[src/rtl/hc153_rr_scheduler.sv]
// ============================================================================
// Module   : hc153_rr_scheduler
// Brief    : Round-robin owner of a shared HC153-style dual 4:1 mux; drives
//            select and active-low strobes with break-before-make switching.
//            Optional macro HC153_LOCK_EN adds LOCK to suppress dwell expiry.
// Revision : 1.0  initial release
// ============================================================================
`default_nettype none

module hc153_rr_scheduler #(
  parameter int HOLD_CYC  = 4,
  parameter int GUARD_CYC = 1,
  parameter int CNT_W     = 8
) (
  input  logic       CLK,
  input  logic       CLRN,
  input  logic [3:0] REQ,
  input  logic [1:0] CH_EN,
`ifdef HC153_LOCK_EN
  input  logic       LOCK,
`endif
  output logic       S1,
  output logic       S2,
  output logic       E1N,
  output logic       E2N,
  output logic [3:0] GNT,
  output logic       BUSY
);

  localparam logic [CNT_W-1:0] HOLD_V  = CNT_W'(HOLD_CYC);
  localparam logic [CNT_W-1:0] CNT_ONE = CNT_W'(1);
  localparam logic [3:0]       GUARD_V = 4'(GUARD_CYC);

  typedef enum logic [1:0] {
    IDLE   = 2'd0,
    SETUP  = 2'd1,
    ACTIVE = 2'd2,
    GUARD  = 2'd3
  } state_t;

  state_t           state_q, state_d;
  logic [1:0]       sel_q, sel_d;
  logic             e1n_q, e1n_d;
  logic             e2n_q, e2n_d;
  logic [3:0]       gnt_q, gnt_d;
  logic             busy_q, busy_d;
  logic [1:0]       last_q, last_d;
  logic [CNT_W-1:0] cnt_q, cnt_d;
  logic [3:0]       grd_q, grd_d;

  logic [1:0] pick_k;
  logic       pick_found;
  logic [1:0] cand;
  logic       others;
  logic       req_k;
  logic       lock_hold;

`ifdef HC153_LOCK_EN
  assign lock_hold = LOCK;
`else
  assign lock_hold = 1'b0;
`endif

  // Scan starts just after the last served index so every requester gets a turn.
  always_comb begin
    pick_k     = 2'd0;
    pick_found = 1'b0;
    cand       = 2'd0;
    for (int i = 0; i < 4; i++) begin
      cand = last_q + 2'(i + 1);
      if (!pick_found && REQ[cand]) begin
        pick_k     = cand;
        pick_found = 1'b1;
      end
    end
  end

  assign others = |(REQ & ~gnt_q);
  assign req_k  = REQ[sel_q];

  always_comb begin
    state_d = state_q;
    sel_d   = sel_q;
    e1n_d   = e1n_q;
    e2n_d   = e2n_q;
    gnt_d   = gnt_q;
    busy_d  = busy_q;
    last_d  = last_q;
    cnt_d   = cnt_q;
    grd_d   = grd_q;
    case (state_q)
      IDLE: begin
        if (pick_found) begin
          state_d = SETUP;
          sel_d   = pick_k;
          gnt_d   = 4'b0001 << pick_k;
          busy_d  = 1'b1;
        end
      end
      SETUP: begin
        state_d = ACTIVE;
        cnt_d   = CNT_ONE;
        e1n_d   = ~CH_EN[0];
        e2n_d   = ~CH_EN[1];
      end
      ACTIVE: begin
        e1n_d = ~CH_EN[0];
        e2n_d = ~CH_EN[1];
        if (!req_k || (cnt_q == HOLD_V && others && !lock_hold)) begin
          state_d = GUARD;
          e1n_d   = 1'b1;
          e2n_d   = 1'b1;
          gnt_d   = 4'b0000;
          last_d  = sel_q;
          cnt_d   = '0;
          grd_d   = 4'd1;
        end else if (cnt_q == HOLD_V) begin
          // Sole requester restarts its dwell; a locked holder just saturates.
          cnt_d = others ? cnt_q : CNT_ONE;
        end else begin
          cnt_d = cnt_q + CNT_ONE;
        end
      end
      GUARD: begin
        if (grd_q >= GUARD_V) begin
          state_d = IDLE;
          busy_d  = 1'b0;
        end else begin
          grd_d = grd_q + 4'd1;
        end
      end
      default: state_d = IDLE;
    endcase
  end

  always_ff @(posedge CLK or negedge CLRN) begin
    if (!CLRN) begin
      state_q <= IDLE;
      sel_q   <= 2'd0;
      e1n_q   <= 1'b1;
      e2n_q   <= 1'b1;
      gnt_q   <= 4'b0000;
      busy_q  <= 1'b0;
      last_q  <= 2'd3;
      cnt_q   <= '0;
      grd_q   <= 4'd0;
    end else begin
      state_q <= state_d;
      sel_q   <= sel_d;
      e1n_q   <= e1n_d;
      e2n_q   <= e2n_d;
      gnt_q   <= gnt_d;
      busy_q  <= busy_d;
      last_q  <= last_d;
      cnt_q   <= cnt_d;
      grd_q   <= grd_d;
    end
  end

  assign S1   = sel_q[1];
  assign S2   = sel_q[0];
  assign E1N  = e1n_q;
  assign E2N  = e2n_q;
  assign GNT  = gnt_q;
  assign BUSY = busy_q;

endmodule

`default_nettype wire
[config.mk]
export PLATFORM = sky130hd
export DESIGN_NAME = hc153_rr_scheduler
export DESIGN_NICKNAME = d
export VERILOG_FILES = /design/src/rtl/hc153_rr_scheduler.sv
export SDC_FILE = /design/constraint.sdc
export NUM_CORES = 1
export LEC_CHECK = 0
export BUFFER_PORTS_ARGS = -buffer_cell sky130_fd_sc_hd__buf_2
export CAP_MARGIN = 5
export CORE_ASPECT_RATIO = 1.4
export CORE_MARGIN = 2
export CORE_UTILIZATION = 45
export CTS_BUF_LIST = sky130_fd_sc_hd__clkbuf_4 sky130_fd_sc_hd__clkbuf_8
export CTS_CLUSTER_DIAMETER = 80
export DETAILED_ROUTE_END_ITERATION = 10
export HOLD_SLACK_MARGIN = 0.08
export PLACE_DENSITY = 0.75
export RECOVER_POWER = 50
export SLEW_MARGIN = 10
export SYNTH_ARGS = -nofsm -noshare
export SYNTH_HDL_FRONTEND = slang
export SYNTH_SLANG_ARGS = --single-unit
[constraint.sdc]
create_clock -name CLK -period 2.1 [get_ports CLK]
set_input_delay 0.42 -clock CLK [delete_from_list [all_inputs] [get_ports CLK]]
set_output_delay 0.42 -clock CLK [all_outputs]
set_load 0.02 [all_outputs]
Yosys cells after proc, flatten, opt, wreduce, memory -nomap -nowiden. Index checks and enable logic that the tools add are counted.

Flip-flop bits (word level): 25. Input bits: 8. Output and inout port bits: 9. Word-level logic and storage cells: 95.

$add $sub $neg: 5. Order comparisons: 6. Eq/ne operators: 9. Shift-type cells: 1. Multiplexer cells: 39. Bitwise gates (word level): 4. Reductions and logical operators: 22.

Operators by type and width (number): $mux 8 (3); $mux 4 (4); $pmux 4 s2 (2); $pmux 8 s2 (1); $lt 2x3->1 const B (5); $mux 2 (7); $mux 1 (13); $reduce_and 3->1 (4); $bmux 1 s2 (5); $add 8x1->8 const B (1); $eq 8x3->1 const B (1); $ne 2x2->1 const B (4); $pmux 2 s4 (1); $reduce_bool 2->1 (4); $pmux 1 s2 (3); $reduce_and 2->1 (3); $add 2x2->2 const B (2); $add 4x1->4 const B (1); $and 4x4->4 (1); $eq 2x2->1 const B (2); $ge 4x1->1 const B (1); $logic_and 1x1->1 (4); $logic_not 1->1 (4); $ne 4x4->1 const B (1); other kinds (8) (9).

Logic depth before layout (Yosys ltp).
Depth after elaboration: 16. Depth in mapped cells: 7. Depth with buffers taken out: 7.

Least setup slack after synthesis. Ideal clock, no wire load.

Path type: reg-to-reg. From: register gnt_q[3] (netlist: GNT[3]). To: register grd_q[1]. Library setup time: 0.124 ns. Arrival time: 1.591 ns. Required time: 1.976 ns. Path slack: 0.385 ns. Cell stages (with the launch flop): 6. Path buffers: 0. Clock period less this slack: 1.715 ns. Cells stage by stage: dfrtp_1 > and2b_2 > a2111oi_4 > o22ai_4 > nor2b_1 > a211o_1.

Word-level cells in the longest chain between the ends: 7.

Ends and longest elaborated chain: start: declaration (line 45) `logic [3:0] gnt_q, gnt_d;`; start signal: assignment (line 152) `gnt_q <= gnt_d;`; $not 4->4 (line 78) `assign others = |(REQ & ~gnt_q);`; $and 4x4->4 (line 78); $reduce_or 4->1 (line 78); $logic_and 1x1->1 (line 109) `if (!req_k || (cnt_q == HOLD_V && others && !lock_hold)) begin`; $logic_or 1x1->1 (line 109); $ne 2x2->1 (no source line); $reduce_and 3->1 (no source line); end signal: assignment (line 156) `grd_q <= grd_d;`; end: declaration (line 49) `logic [3:0] grd_q, grd_d;`.

Every way passes these cells. A chain may end at the register's enable or synchronous reset.

Final worst setup path.
From: register state_q[0]. To: register cnt_q[3].

Word-level cells in the longest chain between the ends: 3. Elaborated cells between the ends (all ways): 6. Classes of those cells: 3 x eq/ne; 1 x mux; 2 x reduce/logical.

Ends and longest elaborated chain: start: declaration (line 41) `state_t state_q, state_d;`; start signal: assignment (line 148) `state_q <= state_d;`; $eq 2x2->1 / $eq 2x1->1 (equally long branches) (line 91) `case (state_q)`; $ne 4x4->1 (no source line) / $reduce_bool 2->1 (equally long branches); $reduce_and 2->1 (no source line); end signal: assignment (line 155) `cnt_q <= cnt_d;`; end: declaration (line 48) `logic [CNT_W-1:0] cnt_q, cnt_d;`.

Parallel ways exist; a longest one is shown, timed or not.

==> results.sh <==
export IMPL_status="finished, final reports clean"
export IMPL_synth_edff_count=0
export IMPL_rsz0062_at_grt="false"
export IMPL_slew_violations=0
export IMPL_r2r_end="cnt_q[3]"
export IMPL_cts_setup_buffers=0
export IMPL_cts_buffer_depth=2
export IMPL_yosysSeqAreaShare_pct=41.1
export IMPL_die_w_um=53.3
export IMPL_ys_warn_count=0
export IMPL_drtIter0Drc=28
export IMPL_maxCapViolations=0
export IMPL_fp_coreArea_sq_mm=0.00332
export IMPL_timing_fmax_mhz=537
export IMPL_yosys_register_bits=25
export IMPL_synth_area_sq_mm=0.00153
export IMPL_gp_congestion=0.780
export IMPL_min_to="E2N"
export IMPL_finalCritPeriodShare_pct=88.7
export IMPL_async_reset_ff_share_pct=100
export IMPL_p_per_area_mw_per_mm2=1330
export IMPL_io_buffers=16
export IMPL_finalNetCount=192
export IMPL_vias=1209
export IMPL_rrSetupSlack_ns=0.24
export IMPL_hpwl_um=2380
export IMPL_drc_errors=0
export IMPL_cts_sinks=25
export IMPL_fin_skew_ns=0.00567
export IMPL_grt_pass1_wl_um=5250
export IMPL_max_slew_margin_pct=11.4
export IMPL_cts_tree="built"
export IMPL_firstDrtPassIters=4
export IMPL_dp_cells=210
export IMPL_diodes=0
export IMPL_antenna_found_initial=0
export IMPL_final_hold_viol_count=0
export IMPL_path_class="flop to flop"
export IMPL_hp_class="input pin to flop"
export IMPL_start_kind="flop"
export IMPL_end_kind="flop"
export IMPL_h_tree_depth=1
export IMPL_leakagePower_uw=0.000785
export IMPL_hold_depth=2
export IMPL_cp_data_arrival_time_ns=2.07
export IMPL_cts_buffers=3
export IMPL_cp_max_fo=8
export IMPL_syn_to_final_growth_pct=12.3
export IMPL_grt_max_degree=26
export IMPL_synth_top_cell_area_share_pct=34.3
export IMPL_synth_nets=169
export IMPL_worstRegToRegCells=7
export IMPL_finalSetupTns_ns=0
export IMPL_synthFlopType="dfrtp_1"
export IMPL_row_count=25
export IMPL_setup_viol=0
export IMPL_wl_um=3100
export IMPL_die_h_um=73.1
export IMPL_timing_rr_start="state_q[0]"
export IMPL_yosys_area_top_type="dfrtp_1"
export IMPL_min_from="CH_EN[1]"
export IMPL_ioPinCount=17
export IMPL_dieArea_sq_mm=0.00390
export IMPL_avgSynthCellArea_sq_um=10.1
export IMPL_drive_gt1_share_pct=22.4
export IMPL_synthCells=152
export IMPL_post_route_min_period_ns=1.86
export IMPL_fin_cells=214
export IMPL_cts_root_buf="clkbuf_8"
export IMPL_wl_per_cell_um=14.5
export IMPL_clkTransAtPathRegs_ns=0.08
export IMPL_clkLatencyLatePin_ns=0.26
export IMPL_grt_pass1_vias=1196
export IMPL_tightest_slew_ns=1.33
export IMPL_ant_nets=0
export IMPL_total_power_uw=2290
export IMPL_hold_buffers=0
export IMPL_vias_per_cell=5.65
export IMPL_start_util_pct=46.3
export IMPL_ys_types=41
export IMPL_track_usage_pct=17.8
export IMPL_fillerInstances=317
export IMPL_post_route_util_pct=52.0
export IMPL_crit_required_ns=2.31
export IMPL_ys_top_cells_by_area="dfrtp_1 34%, ha_1 7.3%, dfstp_2 6.9%"
export IMPL_overflow=0
export IMPL_ir_worst_vdd_v=0.000605
export IMPL_ctsResizeCount=0
==> kinds of logic (layout without fill, tap and decap cells) <==
group / after synthesis / after routing / share of synthesized area [%]
AOI/OAI and AO/OA: 36 / 36 / 18.0
xor gates and xnor gates: 4 / 4 / 2.28
adders and majority gates: 9 / 9 / 7.34
buffers and inverters: 13 / 35 / 3.83
DFF: 25 / 25 / 41.1
muxes: 8 / 8 / 5.95
and+or+nand+nor: 57 / 57 / 21.5
==> per-layer routing <==
layer | GRT usage, % | vias up | share of wire, %
met5 | 0 | - | 0
met4 | 4.84 | 0 | 0.81
met3 | 2.66 | 5 | 3.1
met2 | 32.5 | 23 | 55
met1 | 20.9 | 597 | 41
li1 | - | 584 | -
==> cells in the final DEF (no fill, tap or decap), types with 2 or more instances in the layout <==
master | Yosys | layout
nand3_1 | 6 | 6
nor4_1 | 2 | 2
buf_4 | 0 | 5
a22o_1 | 3 | 3
nor2b_1 | 4 | 4
o21ai_0 | 3 | 3
mux2_4 | 2 | 2
nand2b_1 | 5 | 5
o22ai_1 | 4 | 4
xor2_1 | 2 | 2
and2b_2 | 3 | 3
ha_1 | 9 | 9
clkbuf_8 | 1 | 3
dfstp_2 | 4 | 4
clkbuf_1 | 2 | 5
nor3_1 | 5 | 5
dfrtp_1 | 21 | 21
a21oi_1 | 10 | 10
a31oi_1 | 3 | 3
nor2_1 | 11 | 11
a32o_1 | 2 | 2
buf_2 | 0 | 11
xnor2_1 | 2 | 2
mux2i_1 | 5 | 5
nand2_1 | 15 | 15
inv_1 | 10 | 10
o21a_1 | 2 | 2
==> power breakdown <==
part	total [uW]	internal (uW)	switching, uW
Combinational	1210	495	716
Sequential	791	653	138
Clock	289	148	141
Total	2290	1300	995
==> how the worst max path moves through the flow <==
stage / start / endpoint / slack [ns]
floorplan: GNT[3] / grd_q[1] / 0.39
global placement: REQ[3] / grd_q[1] / 0.29
detailed placement: REQ[3] / grd_q[1] / 0.24
CTS: state_q[0] / cnt_q[3] / 0.24
global route: state_q[0] / cnt_q[3] / 0.06
finish: state_q[0] / cnt_q[3] / 0.24
==> cells in the mapped netlist (2+ instances only) <==
master	n
dfstp_2	4
nor3_1	5
mux2_4	2
nand3_1	6
ha_1	9
nand2b_1	5
o21ai_0	3
nand2_1	15
a31oi_1	3
nor2b_1	4
nor2_1	11
a22o_1	3
o21a_1	2
xor2_1	2
xnor2_1	2
inv_1	10
mux2i_1	5
dfrtp_1	21
a32o_1	2
and2b_2	3
o22ai_1	4
clkbuf_1	2
a21oi_1	10
nor4_1	2
==> metrics by stage <==
stage | hold WS, ns | setup slack, ns | cell area, sq um
after floorplan | 0.124 | 0.385 | 1530
after global placement | 0.430 | 0.285 | 1680
after detailed placement | 0.438 | 0.238 | 1680
after CTS | 0.150 | 0.242 | 1730
after global routing | 0.296 | 0.0588 | 1720
final | 0.298 | 0.238 | 1720
==> state kept, by name, summed over array words and instances, names as in the netlist, 2 cells and up <==
signal,count
grd_q,4
last_q,2
cnt_q,8
state_q,2
sel_q,2
GNT,4
==> critical path: stages (launching register included) <==
cell and delay, ns:
dfrtp_1 0.39, inv_1 0.13, ha_1 0.24, nand2_1 0.07, o22ai_1 0.31, nand2_1 0.26
nor4_1 0.27, a211o_2 0.14
==> area by class of cell <==
cell class | count | area, sq um | share of cell area (%)
Multi-Input combinational cell | 114 | 845 | 49.0
Sequential cell | 25 | 631 | 36.6
Inverter | 10 | 37.5 | 2.18
Timing Repair Buffer | 21 | 111 | 6.46
Clock buffer | 4 | 48.8 | 2.83
Tap cell | 40 | 50.0 | 2.90
No activity file was read; power rests on OpenSTA's default activity.
